### config.mk
export PLATFORM = sky130hd
export DESIGN_NAME = mem_port_arbiter
export DESIGN_NICKNAME = d
export VERILOG_FILES = /design/src/rtl/mem_port_arbiter.sv
export SDC_FILE = /design/constraint.sdc
export NUM_CORES = 1
export LEC_CHECK = 0
export BUFFER_PORTS_ARGS = -buffer_cell sky130_fd_sc_hd__buf_2
export CORE_AREA = 2 2 115 117
export DETAILED_ROUTE_END_ITERATION = 10
export DIE_AREA = 0 0 117 119
export PLACE_DENSITY_LB_ADDON = 0.05
export SYNTH_ARGS = -nofsm -noshare
export SYNTH_HDL_FRONTEND = slang
export SYNTH_SLANG_ARGS = --single-unit
### constraint.sdc
create_clock -name clk -period 2.42 [get_ports clk]
set_input_delay 0.484 -clock clk [delete_from_list [all_inputs] [get_ports clk]]
set_output_delay 0.484 -clock clk [all_outputs]
set_load 0.02 [all_outputs]
### src/rtl/mem_port_arbiter.sv
// Arbitrates one variable-latency memory port between instruction fetch and data access.
// Data has priority; fetch is guaranteed a grant after MAX_D_BURST consecutive data grants.
// A watchdog aborts accesses that never see mem_ack, so the pipeline cannot deadlock.
module mem_port_arbiter #(
    parameter int unsigned AW          = 32,
    parameter int unsigned DW          = 32,
    parameter int unsigned MAX_D_BURST = 4,
    parameter int unsigned TIMEOUT     = 64
) (
    input  logic          clk,
    input  logic          rst,
    input  logic          i_req,
    input  logic [AW-1:0] i_addr,
    output logic [DW-1:0] i_rdata,
    output logic          i_done,
    output logic          if_stall,
    input  logic          d_req,
    input  logic          d_we,
    input  logic [3:0]    d_be,
    input  logic [AW-1:0] d_addr,
    input  logic [DW-1:0] d_wdata,
    output logic [DW-1:0] d_rdata,
    output logic          d_done,
    output logic          mem_stall,
    output logic          mem_req,
    output logic          mem_we,
    output logic [3:0]    mem_be,
    output logic [AW-1:0] mem_addr,
    output logic [DW-1:0] mem_wdata,
    input  logic          mem_ack,
    input  logic [DW-1:0] mem_rdata,
    output logic          timeout_err
);

    localparam int unsigned BW      = (MAX_D_BURST > 0) ? $clog2(MAX_D_BURST + 1) : 1;
    localparam int unsigned WD_W    = (TIMEOUT > 1) ? $clog2(TIMEOUT) : 1;
    localparam int unsigned WD_LAST = (TIMEOUT > 0) ? TIMEOUT - 1 : 0;

    typedef enum logic [1:0] {
        IDLE   = 2'd0,
        BUSY_I = 2'd1,
        BUSY_D = 2'd2,
        DONE   = 2'd3
    } state_t;

    state_t          state, state_nxt;
    logic [BW-1:0]   burst_cnt;
    logic [WD_W-1:0] wd_cnt;
    logic            grant_d_c, grant_i_c, ack_c, tmo_c;

    // Pipeline stalls while a request is pending and its done pulse has not arrived.
    assign if_stall  = i_req & ~i_done;
    assign mem_stall = d_req & ~d_done;

    // State register.
    always_ff @(posedge clk) begin
        if (rst) state <= IDLE;
        else     state <= state_nxt;
    end

    // Grant decision, completion detection and next state.
    always_comb begin
        state_nxt = state;
        grant_d_c = 1'b0;
        grant_i_c = 1'b0;
        ack_c     = 1'b0;
        tmo_c     = 1'b0;
        case (state)
            IDLE: begin
                if (d_req && (!i_req || (burst_cnt < BW'(MAX_D_BURST)))) begin
                    grant_d_c = 1'b1;
                    state_nxt = BUSY_D;
                end else if (i_req) begin
                    grant_i_c = 1'b1;
                    state_nxt = BUSY_I;
                end
            end
            BUSY_I, BUSY_D: begin
                // A real ack in the timeout cycle takes precedence over the abort.
                if (mem_ack) begin
                    ack_c     = 1'b1;
                    state_nxt = DONE;
                end else if ((TIMEOUT != 0) && (wd_cnt == WD_W'(WD_LAST))) begin
                    tmo_c     = 1'b1;
                    state_nxt = DONE;
                end
            end
            DONE:    state_nxt = IDLE;
            default: state_nxt = IDLE;
        endcase
    end

    // Memory request registers, read-data capture, done pulses and watchdog/burst counters.
    always_ff @(posedge clk) begin
        if (rst) begin
            mem_req     <= 1'b0;
            mem_we      <= 1'b0;
            mem_be      <= 4'b0;
            mem_addr    <= '0;
            mem_wdata   <= '0;
            i_rdata     <= '0;
            d_rdata     <= '0;
            i_done      <= 1'b0;
            d_done      <= 1'b0;
            timeout_err <= 1'b0;
            burst_cnt   <= '0;
            wd_cnt      <= '0;
        end else begin
            i_done <= 1'b0;
            d_done <= 1'b0;
            case (state)
                IDLE: begin
                    if (!i_req || grant_i_c) begin
                        burst_cnt <= '0;
                    end else if (grant_d_c && (burst_cnt < BW'(MAX_D_BURST))) begin
                        burst_cnt <= burst_cnt + BW'(1);
                    end
                    if (grant_d_c) begin
                        mem_req   <= 1'b1;
                        mem_we    <= d_we;
                        mem_be    <= d_be;
                        mem_addr  <= d_addr;
                        mem_wdata <= d_wdata;
                        wd_cnt    <= '0;
                    end else if (grant_i_c) begin
                        mem_req   <= 1'b1;
                        mem_we    <= 1'b0;
                        mem_be    <= 4'b0;
                        mem_addr  <= i_addr;
                        mem_wdata <= '0;
                        wd_cnt    <= '0;
                    end
                end
                BUSY_I, BUSY_D: begin
                    if (ack_c || tmo_c) begin
                        mem_req <= 1'b0;
                        mem_we  <= 1'b0;
                        mem_be  <= 4'b0;
                        if (tmo_c) timeout_err <= 1'b1;
                        if (state == BUSY_I) begin
                            i_done  <= 1'b1;
                            i_rdata <= ack_c ? mem_rdata : '0;
                        end else begin
                            d_done  <= 1'b1;
                            d_rdata <= ack_c ? mem_rdata : '0;
                        end
                    end else begin
                        wd_cnt <= wd_cnt + WD_W'(1);
                    end
                end
                default: ;
            endcase
        end
    end

endmodule

==> impl_metrics.tcl <==
set metrics [dict create \
    outcome "finished, final reports clean" \
    wl_um 15400 \
    fin_crit_ns 1.93 \
    place_inst 1016 \
    yosysMostFrequentCell "dfxtp_1" \
    cp-end-kind "register" \
    ir_drop_uv 573 \
    clk_latency_ns 0.42 \
    path_delay_family "simple AND/OR/NAND/NOR gates" \
    max_freq_mhz 517 \
    holdPathStages 2 \
    die_h_um 119 \
    cts.reportedPaths.clkPinSlew_ns 0.06 \
    utilization_pct 57.8 \
    cp.arrival_ns 2.27 \
    yosys-top-cells-area "dfxtp_1 (55%), nand2_1 (9.4%), o21ai_0 (6.6%), o221ai_1 (5.2%), a22oi_1 (4.5%)" \
    nets 1001 \
    cts_resized 0 \
    drive_above_1_share_pct 37.5 \
    reg2regPathDepth 6 \
    rsz0062_at_grt "no" \
    holdCritPathClass "input pin to register" \
    yosysUniqueCellTypes 41 \
    synth_nets 742 \
    final-setup-viol-count 0 \
    holdPathEnd "mem_be[0]" \
    regToRegSetupSlack_ns 0.49 \
    row_count 42 \
    viasPerCell 5.03 \
    synth-seq-area-share_pct 55.3 \
    clock-sinks 148 \
    ys_ff_latch 148 \
    layoutNonFillerInstCount 1046 \
    root_buffer "clkbuf_16" \
    min_from "d_be[0]" \
    pwr_density_cell_nw_per_um2 1120 \
    die_area_um2 13900 \
    drv_cap 0 \
    cts_buffer_depth 2 \
    critPathBufInv 1 \
    hpwlAfterDp_um 10600 \
    place_area_um2 6840 \
    h-tree-depth 4 \
    yosysTopAreaCell "dfxtp_1" \
    ios 277 \
    crit_required_ns 2.76 \
    hold_buffers 0 \
    critPathLaunch "state[0]" \
    grt-ovfl-total 0 \
    fin_skew_ns 0.00736 \
    yosys.area.top_type_share_pct 55.3 \
    syn2layout_area_growth_pct 38.9 \
    synth_edf_count 0 \
    p_leak_nw 3.43 \
    netlist_area_um2 5350 \
    gp_congestion 0.760 \
    r2r-end "wd_cnt[5]" \
    setup_tns_ns 0 \
    grt_max_degree 52 \
    crit_chain "inv_1 -> ha_1 -> or2_2 -> o2111ai_4 -> or3_1 -> a21oi_1" \
    whs_ns 0.290 \
    slew_headroom_pct 55.1 \
    grt_pass1_vias 4906 \
    detailedPlace.worstSlack_ns 0.491 \
    synthFlopType "dfxtp_1" \
    worstMarginPinSlew_ns 0.667 \
    cp_slowest_cell "ha_1" \
    num_vias 5258 \
    async_flop_share_pct 0 \
    power_mw 8.35 \
    syn_avg_cell_area_um2 8.92 \
    r2r-start "state[0]" \
    period_share_pct 79.9 \
    route.detailed.drc 0 \
    ys_warn_count 0 \
    wire_per_inst_um 14.7 \
    finish.instance_area_um2 7440 \
    hold_viol 0 \
    synth_cells 600 \
    critical_path_class "register to register" \
    timing.final.ws_setup_ns 0.487 \
    max_stage_delay_ns 0.50 \
    diodes 0 \
    antenna_found_initial 0 \
    start_util_pct 41.6 \
    firstDrtPassIters 7 \
    fillers 1216 \
    port_buffers 276 \
    drtIter0Drc 307 \
    ant_nets 0 \
    post-cts-setup-buffers 0 \
    dieWidth_um 117 \
    cp_max_fo 13 \
    cts_tree "done" \
    grtUsageTotal_pct 22.0 \
    numCtsBuffers 17 \
    grt_pass1_wl_um 24000 \
    synth.top_cells.by_count "dfxtp_1 (148), nand2_1 (134), o21ai_0 (71)" \
    core_um2 12900 \
    slew_viol_final 0 \
    start_kind "register" \
]
## where the power goes
group | leakage (nW) | switching, mW | internal [mW]
Sequential | 1.21 | 0.206 | 2.86
Combinational | 1.94 | 1.74 | 0.887
Clock | 0.284 | 0.966 | 1.69
## logic make-up (layout without fill, tap and decap cells)
group | count (synthesis) | in the layout | synth area share [%]
multiplexers | 1 | 1 | 0.187
flip-flops | 148 | 148 | 55.3
adder cells (fa/ha/maj) | 4 | 4 | 0.935
AO/OA/AOI/OAI | 193 | 193 | 23.2
buffers and inverters | 52 | 322 | 4.58
XOR/XNOR | 1 | 1 | 0.164
AND/OR/NAND/NOR | 201 | 201 | 15.6
## routing by layer
metal	track usage, %	vias up	wire [µm]
met4	9.41	0	358
met5	0	-	0
met3	7.23	26	1160
li1	-	2623	-
met2	36.4	190	7360
met1	25.9	2419	6470
## cell usage in the layout (no fill, tap or decap), types with 4 or more instances in the layout
cell | Yosys | layout
buf_4 | 3 | 10
nand3_1 | 6 | 6
or3_1 | 4 | 4
a22oi_1 | 32 | 32
buf_2 | 19 | 276
o21ai_0 | 71 | 70
clkbuf_16 | 0 | 17
a22o_1 | 5 | 5
a21oi_1 | 43 | 43
inv_1 | 4 | 4
nand2_1 | 134 | 134
dfxtp_1 | 148 | 148
ha_1 | 4 | 4
o221ai_1 | 32 | 32
nor2_1 | 40 | 39
## registers in the layout (all words and copies together) (netlist names)
signal and cells:
timeout_err 1, burst_cnt 3, mem_addr 32, i_done 1, mem_req 1, state 2
mem_be 4, wd_cnt 6, mem_we 1, d_done 1, d_rdata 32, i_rdata 32
mem_wdata 32
## area by class of cell
type                    instances  area, µm²  area share (%)
flip-flops and latches        148       2960            39.8
multi-input cells             400       2160            29.0
repair buffers                287       1480            19.8
clock buffers                  22        474            6.38
well taps                     176        220            2.96
clock inverters                 8        126            1.70
inverters                       5       18.8           0.252
## how the worst max path moves through the flow
stage                   endpoint  depth (start not counted)
floorplan              wd_cnt[3]                          7
global placement       wd_cnt[3]                          6
detailed placement  mem_addr[18]                          6
CTS                 mem_addr[18]                          7
global route         mem_addr[1]                          7
finish                 wd_cnt[5]                          6
## worst reg2reg max path, cell delays in order, from the launching register on
cell	delay [ns]
dfxtp_1	0.34
inv_1	0.07
ha_1	0.50
or2_2	0.23
o2111ai_4	0.20
or3_1	0.39
a21oi_1	0.13
No activity file was read; power rests on OpenSTA's default activity.
